<file path="src/rtl/handshake_fifo_bridge.sv">
// handshake_fifo_bridge: DEPTH-entry valid/ready buffer with occupancy, almost-full and transfer-count status
module handshake_fifo_bridge #(
  parameter int DATA_W   = 8,
  parameter int DEPTH    = 4,
  parameter int AFULL_TH = 3,
  parameter int CNT_W    = 16,
  localparam int PTR_W   = $clog2(DEPTH),
  localparam int CW      = $clog2(DEPTH + 1)
) (
  input  logic              clk,
  input  logic              rst,
  input  logic              i_s_valid,
  input  logic [DATA_W-1:0] i_s_data,
  output logic              o_s_ready,
  output logic              o_m_valid,
  output logic [DATA_W-1:0] o_m_data,
  input  logic              i_m_ready,
  output logic [CW-1:0]     o_count,
  output logic              o_almost_full,
  output logic [CNT_W-1:0]  o_xfer_count
);
  logic [DATA_W-1:0] r_mem [DEPTH];
  logic [PTR_W-1:0]  r_wr_ptr, r_rd_ptr;
  logic [CW-1:0]     r_count;
  logic [CNT_W-1:0]  r_xfer;
  logic              w_push, w_pop;
  // handshake qualifiers and status, all from registered occupancy so ready never depends on m_ready
  always_comb begin
    o_s_ready     = !rst && (r_count != CW'(DEPTH));
    o_m_valid     = r_count != '0;
    o_m_data      = o_m_valid ? r_mem[r_rd_ptr] : '0;
    o_count       = r_count;
    o_almost_full = r_count >= CW'(AFULL_TH);
    o_xfer_count  = r_xfer;
    w_push        = i_s_valid && o_s_ready;
    w_pop         = o_m_valid && i_m_ready;
  end
  // storage is deliberately unreset; stale entries are unreachable once count is cleared
  always_ff @(posedge clk) begin
    if (w_push) r_mem[r_wr_ptr] <= i_s_data;
  end
  // pointers wrap naturally at DEPTH (power of two); count tracks occupancy independently
  always_ff @(posedge clk or posedge rst) begin
    if (rst) begin
      r_wr_ptr <= '0;
      r_rd_ptr <= '0;
      r_count  <= '0;
      r_xfer   <= '0;
    end else begin
      if (w_push) r_wr_ptr <= r_wr_ptr + 1'b1;
      if (w_pop) r_rd_ptr <= r_rd_ptr + 1'b1;
      if (w_pop) r_xfer <= r_xfer + 1'b1;
      r_count <= r_count + CW'(w_push) - CW'(w_pop);
    end
  end
endmodule
</file>
<file path="config.mk">
export PLATFORM = sky130hd
export DESIGN_NAME = handshake_fifo_bridge
export DESIGN_NICKNAME = d
export VERILOG_FILES = /design/src/rtl/handshake_fifo_bridge.sv
export SDC_FILE = /design/constraint.sdc
export NUM_CORES = 1
export LEC_CHECK = 0
export ABC_AREA = 1
export BUFFER_PORTS_ARGS = -buffer_cell sky130_fd_sc_hd__buf_4
export CORE_UTILIZATION = 50
export CTS_CLUSTER_DIAMETER = 80
export CTS_CLUSTER_SIZE = 40
export DETAILED_ROUTE_END_ITERATION = 16
export MAX_ROUTING_LAYER = met4
export PLACE_DENSITY_LB_ADDON = 0.3
export SLEW_MARGIN = 15
export SYNTH_ARGS = -nofsm -noshare
export SYNTH_HDL_FRONTEND = slang
export SYNTH_SLANG_ARGS = --single-unit
</file>
<file path="constraint.sdc">
create_clock -name clk -period 2.3 [get_ports clk]
set_clock_uncertainty 0.1 [all_clocks]
set_input_delay 0.23 -clock clk [delete_from_list [all_inputs] [get_ports clk]]
set_output_delay 0.23 -clock clk [all_outputs]
set_load 0.05 [all_outputs]
</file>
==> flow_metrics.env, run 1 <==
export IMPL_outcome="finished clean"
export IMPL_drtPass1Iterations=4
export IMPL_slowest_stage="dfrtp_1"
export IMPL_cts_root_buf="clkbuf_8"
export IMPL_drv_slew=0
export IMPL_cts_htree_levels=2
export IMPL_grt_overflow=0
export IMPL_die_w_microns=73.7
export IMPL_vias=1842
export IMPL_worstPathRequired_ps=1970
export IMPL_grt_pass1_wl_mm=7.77
export IMPL_clock_sinks=55
export IMPL_fill_cells=401
export IMPL_max_stage_delay_ps=580
export IMPL_fin_nets=329
export IMPL_busiest_layer="met2"
export IMPL_routed_wl_mm=4.79
export IMPL_max_slew_margin=0.743
export IMPL_dieArea_sq_um=5430
export IMPL_grt_pass1_vias=1670
export IMPL_multi_input_area_sq_um=941
export IMPL_synth_cells=256
export IMPL_cts_clk_slew_worst_paths_ps=90
export IMPL_power_switching_mw=1.95
export IMPL_numCtsBuffers=5
export IMPL_ys_ff_latch=55
export IMPL_seq_area_sq_um=1540
export IMPL_seq_power_share=0.351
export IMPL_hold_viol_final=0
export IMPL_p_total_mw=4.06
export IMPL_cts_setup_buffers=0
export IMPL_power_density_nw_per_um2=1300
export IMPL_syn_avg_cell_area_sq_um=10.0
export IMPL_cp_arrival_ps=1730
export IMPL_grt_setup_unrepaired="no"
export IMPL_fin_setup_tns_ps=0
export IMPL_critPathMaxFanout=11
export IMPL_use_met3=0.0439
export IMPL_period_share=0.897
export IMPL_hp_class="in2reg"
export IMPL_syn_cell_area_sq_um=2570
export IMPL_port_buffer_count=41
export IMPL_syn_num_nets=277
export IMPL_die_h_microns=73.7
export IMPL_fin_crit_ps=2060
export IMPL_syn_to_final_growth_pct=22.0
export IMPL_start_kind="flip-flop"
export IMPL_antenna_found_initial=0
export IMPL_first_iter_violations=98
export IMPL_coreArea_sq_um=4820
export IMPL_critical_path_class="reg2out"
export IMPL_insertedDiodeCount=0
export IMPL_initial_core_util=0.533
export IMPL_path_cells="buf_4, nor2_1, nor2_1, o21ai_0, a21oi_1, buf_4"
export IMPL_ys_warnings_count=0
export IMPL_ys_seq_area_frac=0.598
export IMPL_clockBufferDepth=2
export IMPL_drive_gt1_frac=0.256
export IMPL_drc=0
export IMPL_dp_hpwl_mm=3.36
export IMPL_grtUsageMet2=0.332
export IMPL_gp_congestion=0.790
export IMPL_pwr_share_clk=0.122
export IMPL_num_io_pins=42
export IMPL_final_setup_viol_count=0
export IMPL_fmax_mhz=485
export IMPL_via_per_inst=4.90
export IMPL_globalRouteTotalUtil=0.202
export IMPL_cts_tree="built"
export IMPL_cap_violations=0
export IMPL_swShare=0.480
export IMPL_met1_usage=0.244
export IMPL_pwr_share_comb=0.528
export IMPL_worstMarginPinSlew_ps=385
export IMPL_leakage_nw=1.42
export IMPL_rows=25
export IMPL_intPower_mw=2.11
export IMPL_clk_latency_ps=300
export IMPL_grt_max_degree=24
export IMPL_wl_per_cell_microns=12.8
export IMPL_synth_cell_types=24
export IMPL_endpoint_kind="output pin"
export IMPL_max_vdd_ir_drop_mv=1.10
export IMPL_drt_antenna_violating_nets=0
cell usage after synthesis:
cell,n,share of area
inv_2,4,0.0058
nand2_2,4,0.0097
nor2_8,1,0.0078
buf_2,1,0.0019
clkbuf_2,1,0.0019
fa_1,1,0.0078
nand2_4,2,0.0088
o21ai_0,17,0.033
nor2_4,2,0.0088
xnor2_1,1,0.0034
dfrtp_1,23,0.22
nand2_1,52,0.076
ha_1,8,0.039
xor2_1,8,0.027
a21oi_1,9,0.018
buf_4,2,0.0058
nand3_1,5,0.0097
buf_6,1,0.0044
nand3b_1,6,0.018
edfxtp_1,32,0.37
nor2_1,48,0.070
inv_1,24,0.035
nor2_2,3,0.0073
nand4_1,1,0.0024
state kept, by name, summed over array words and instances, names as in the netlist:
register	flops
o_count	3
r_wr_ptr	2
r_rd_ptr	2
o_xfer_count	16
r_mem	32
layer usage:
metal	wire (microns)	vias up
li1	-	922
met1	2170	870
met2	2370	42
met3	178	8
met4	76	0
met5	0	-
logic make-up (layout without fill, tap and decap cells):
| group | count (synthesis) | in the layout | share of synthesized area |
|---|---|---|---|
| XOR/XNOR | 9 | 9 | 0.0307 |
| buffers and inverters | 33 | 86 | 0.0551 |
| adder cells (fa/ha/maj) | 9 | 9 | 0.0468 |
| AO/OA/AOI/OAI | 26 | 26 | 0.0507 |
| flip-flops | 55 | 55 | 0.598 |
| AND/OR/NAND/NOR | 124 | 124 | 0.218 |
placed cells by master (no fill, tap or decap):
cell type	synthesis	routed
a21oi_1	9	8
a21oi_4	0	1
buf_4	2	49
clkbuf_1	0	2
clkbuf_8	0	5
clkinvlp_2	0	1
dfrtp_1	23	20
dfrtp_2	0	3
dlygate4sd3_1	0	1
edfxtp_1	32	32
fa_1	1	1
ha_1	8	6
ha_4	0	2
inv_1	24	22
inv_2	4	5
inv_4	0	1
nand2_1	52	52
nand2_2	4	2
nand2_4	2	4
nand3_1	5	5
nand3b_1	6	6
nand4_1	1	1
nor2_1	48	48
nor2_2	3	2
nor2_4	2	3
nor2_8	1	1
o21ai_0	17	17
xnor2_1	1	1
xor2_1	8	8
final cells by class:
| cell class | count | share of cell area |
|---|---|---|
| clock inverters | 1 | 0.00160 |
| multi-input cells | 168 | 0.300 |
| well taps | 67 | 0.0268 |
| flip-flops and latches | 55 | 0.492 |
| repair buffers | 50 | 0.121 |
| inverters | 28 | 0.0344 |
| clock buffers | 7 | 0.0244 |
critical path, delay by kind of cell (launching register included):
kind / cells / cell delay [ps]
flip-flops: 1 / 580
buffers and inverters: 2 / 450
AO/OA/AOI/OAI: 2 / 270
AND/OR/NAND/NOR: 2 / 130
stage by stage:
step	instance area [sq um]	util	hold WS [ps]	std cells	worst slack, ps
after floorplan	2630	-	132	256	-27.6
after global placement	3040	0.631	218	367	352
after detailed placement	3040	0.631	229	367	307
after CTS	3130	0.650	19.1	376	241
after global routing	3130	0.650	8.95	376	30.7
final	3130	0.650	27.2	376	238
power groups by stage:
stage	registers (mW)	clock network (mW)	logic [mW]
2_1_floorplan	1.68	0	1.31
5_1_grt	1.45	0.545	2.32
3_3_place_gp	1.44	0	2.11
6_report	1.43	0.495	2.14
3_5_place_dp	1.44	0	2.15
4_1_cts	1.42	0.508	2.16
worst paths after layout:
check / startpoint / to / slack (ps) / cells past startpoint
setup / recovery: r_rd_ptr[0]$_DFFE_PP0P_ / o_m_data[1] / 240 / 6
hold / removal: i_s_data[1] / r_mem[3][1]$_DFFE_PP_ / 30 / 1
setup reg to reg: o_count[1]$_DFF_PP0_ / o_count[1]$_DFF_PP0_ / 300 / 10
hold reg to reg: o_xfer_count[15]$_DFFE_PP0P_ / o_xfer_count[15]$_DFFE_PP0P_ / 400 / 2
max in group asynchronous: rst / o_count[1]$_DFF_PP0_ / 1390 / 4
min in group asynchronous: rst / o_count[2]$_DFF_PP0_ / 460 / 4
what timing repair did:
item,CTS,global route
resized for setup,0,0
hold buffers,1,0
hold endpoints to repair,23,0
(Power assumes the default switching activity.)
==> inputs of run 2 (changes only) <==
RECOVER_POWER = 50   (was not set)
==> run 2 against run 1 <==
Cell area down 2.9%. Register-to-register slack worse by 140 ps. Non-clock buffer count unchanged. Critical path type is now in2reg. Largest cell class unchanged.
==> flow_metrics.env, run 2 (synthesis gave the netlist of run 1 again) <==
export IMPL_cp_arrival_ps=2270
export IMPL_wl_per_cell_microns=12.8
export IMPL_routed_wl_mm=4.81
export IMPL_fin_util=0.631
export IMPL_intPower_mw=2.06
export IMPL_place_area_sq_um=3040
export IMPL_cts_setup_buffers=0
export IMPL_dieArea_sq_um=5430
export IMPL_seq_power_share=0.355
export IMPL_critical_path_class="in2reg"
export IMPL_max_vdd_ir_drop_mv=1.09
export IMPL_leakage_nw=1.34
export IMPL_start_kind="input pin"
export IMPL_coreArea_sq_um=4820
export IMPL_hold_viol_final=0
export IMPL_pwr_share_comb=0.521
export IMPL_initial_core_util=0.533
export IMPL_outcome="finished clean"
export IMPL_power_switching_mw=1.94
export IMPL_via_per_inst=4.85
export IMPL_final_common_cell="nand2_1"
export IMPL_cts_htree_levels=2
export IMPL_critPathMaxFanout=7
export IMPL_fin_nets=329
export IMPL_highest_layer="met4"
export IMPL_dp_hpwl_mm=3.36
export IMPL_drtPass1Iterations=4
export IMPL_hp_class="in2reg"
export IMPL_wl_met1_mm=2.15
export IMPL_max_stage_delay_ps=540
export IMPL_final_cell_mix="nand2_1 (52), nor2_1 (48), edfxtp_1 (32)"
export IMPL_rows=25
export IMPL_cap_violations=0
export IMPL_grt_overflow=0
export IMPL_final_setup_viol_count=0
export IMPL_fin_area_sq_um=3040
export IMPL_numCtsBuffers=5
export IMPL_port_buffer_count=41
export IMPL_grt_max_degree=24
export IMPL_p_total_mw=4.00
export IMPL_swShare=0.484
export IMPL_drc=0
export IMPL_max_slew_margin=0.149
export IMPL_clockBufferDepth=2
export IMPL_grt_setup_unrepaired="no"
export IMPL_worstMarginPinSlew_ps=1280
export IMPL_slowest_stage="dlygate4sd3_1"
export IMPL_path_cells="dlygate4sd3_1, clkbuf_1, a21oi_1, nand2_4, ha_4, inv_2, ha_4, inv_2, fa_1, inv_1"
export IMPL_grt_pass1_wl_mm=7.77
export IMPL_first_iter_violations=113
export IMPL_largest_reg_flops=32
export IMPL_insertedDiodeCount=0
export IMPL_die_w_microns=73.7
export IMPL_period_share=0.945
export IMPL_gp_congestion=0.790
export IMPL_drive_gt1_frac=0.184
export IMPL_endpoint_kind="flip-flop"
export IMPL_fin_crit_ps=2170
export IMPL_cts_root_buf="clkbuf_8"
export IMPL_vias=1825
export IMPL_num_io_pins=42
export IMPL_power_density_nw_per_um2=1310
export IMPL_antenna_found_initial=0
export IMPL_wl_met2_mm=2.37
export IMPL_syn_to_final_growth_pct=18.5
export IMPL_grt_pass1_vias=1670
export IMPL_clock_sinks=55
export IMPL_fmax_mhz=460
export IMPL_met3WireLength_microns=216
export IMPL_fin_setup_tns_ps=0
export IMPL_cts_tree="built"
export IMPL_pwr_share_clk=0.124
export IMPL_drt_antenna_violating_nets=0
export IMPL_worstPathRequired_ps=2400
export IMPL_globalRouteTotalUtil=0.202
export IMPL_top_register="r_mem"
export IMPL_die_h_microns=73.7
export IMPL_cts_clk_slew_worst_paths_ps=90
export IMPL_clk_latency_ps=300
export IMPL_drv_slew=0
run 2: cell count changes in the layout (fill, tap and decap cells not counted), sizes merged:
| cell | previous run | this run |
|---|---|---|
| clkbuf | 7 | 28 |
| buf | 49 | 28 |
run 2: path summary, 6_finish.rpt:
kind	depth (start not counted)	to	start	slack (ps)
max in group asynchronous	4	o_count[1]$_DFF_PP0_	rst	470
min in group asynchronous	4	r_wr_ptr[1]$_DFFE_PP0P_	rst	790
worst max-delay path	10	o_count[1]$_DFF_PP0_	rst	130
worst min register to register	2	o_xfer_count[15]$_DFFE_PP0P_	o_xfer_count[15]$_DFFE_PP0P_	400
worst min-delay path	1	r_mem[0][7]$_DFFE_PP_	i_s_data[7]	80
worst max register to register	9	o_count[1]$_DFF_PP0_	o_count[1]$_DFF_PP0_	160
run 2: metrics by stage:
| stage | worst slack [ps] | hold slack [ps] | instances |
|---|---|---|---|
| floorplan | -27.6 | 132 | 256 |
| global route | 23.5 | 79.9 | 376 |
| global placement | 352 | 218 | 367 |
| detailed placement | 307 | 229 | 367 |
| CTS | 241 | 19.1 | 376 |
| finish | 128 | 82.0 | 376 |
run 2: layout make-up:
type                            instances  area [sq um]
Clock buffer                            7          76.3
Clock inverter                          1          5.00
Fill cell                             428          1780
Inverter                               28           108
Multi-Input combinational cell        168           930
Sequential cell                        55          1540
Tap cell                               67          83.8
Timing Repair Buffer                   50           299
run 2: repair_timing:
item                                   in CTS  in global routing
gates resized for setup                     0                  0
endpoints found under the hold margin      23                  0
hold buffers                                1                  0
run 2: power groups by stage:
stage	clock, mW	sequential, mW	combinational [mW]
floorplan	0	1.68	1.31
global placement	0	1.44	2.11
detailed placement	0	1.44	2.15
CTS	0.508	1.42	2.16
global route	0.545	1.45	2.26
finish	0.496	1.42	2.09
run 2: worst max-delay path: cells and delay by family:
kind                     cells  cell delay [ps]
adder cells (fa/ha/maj)      3              810
buffers and inverters        5              780
AO/OA/AOI/OAI                1              310
AND/OR/NAND/NOR              1              140
run 2: layer usage:
layer,vias to the layer above,GRT usage
met4,0,0.0791
met1,847,0.244
li1,922,-
met2,48,0.332
met3,8,0.0439
met5,-,-
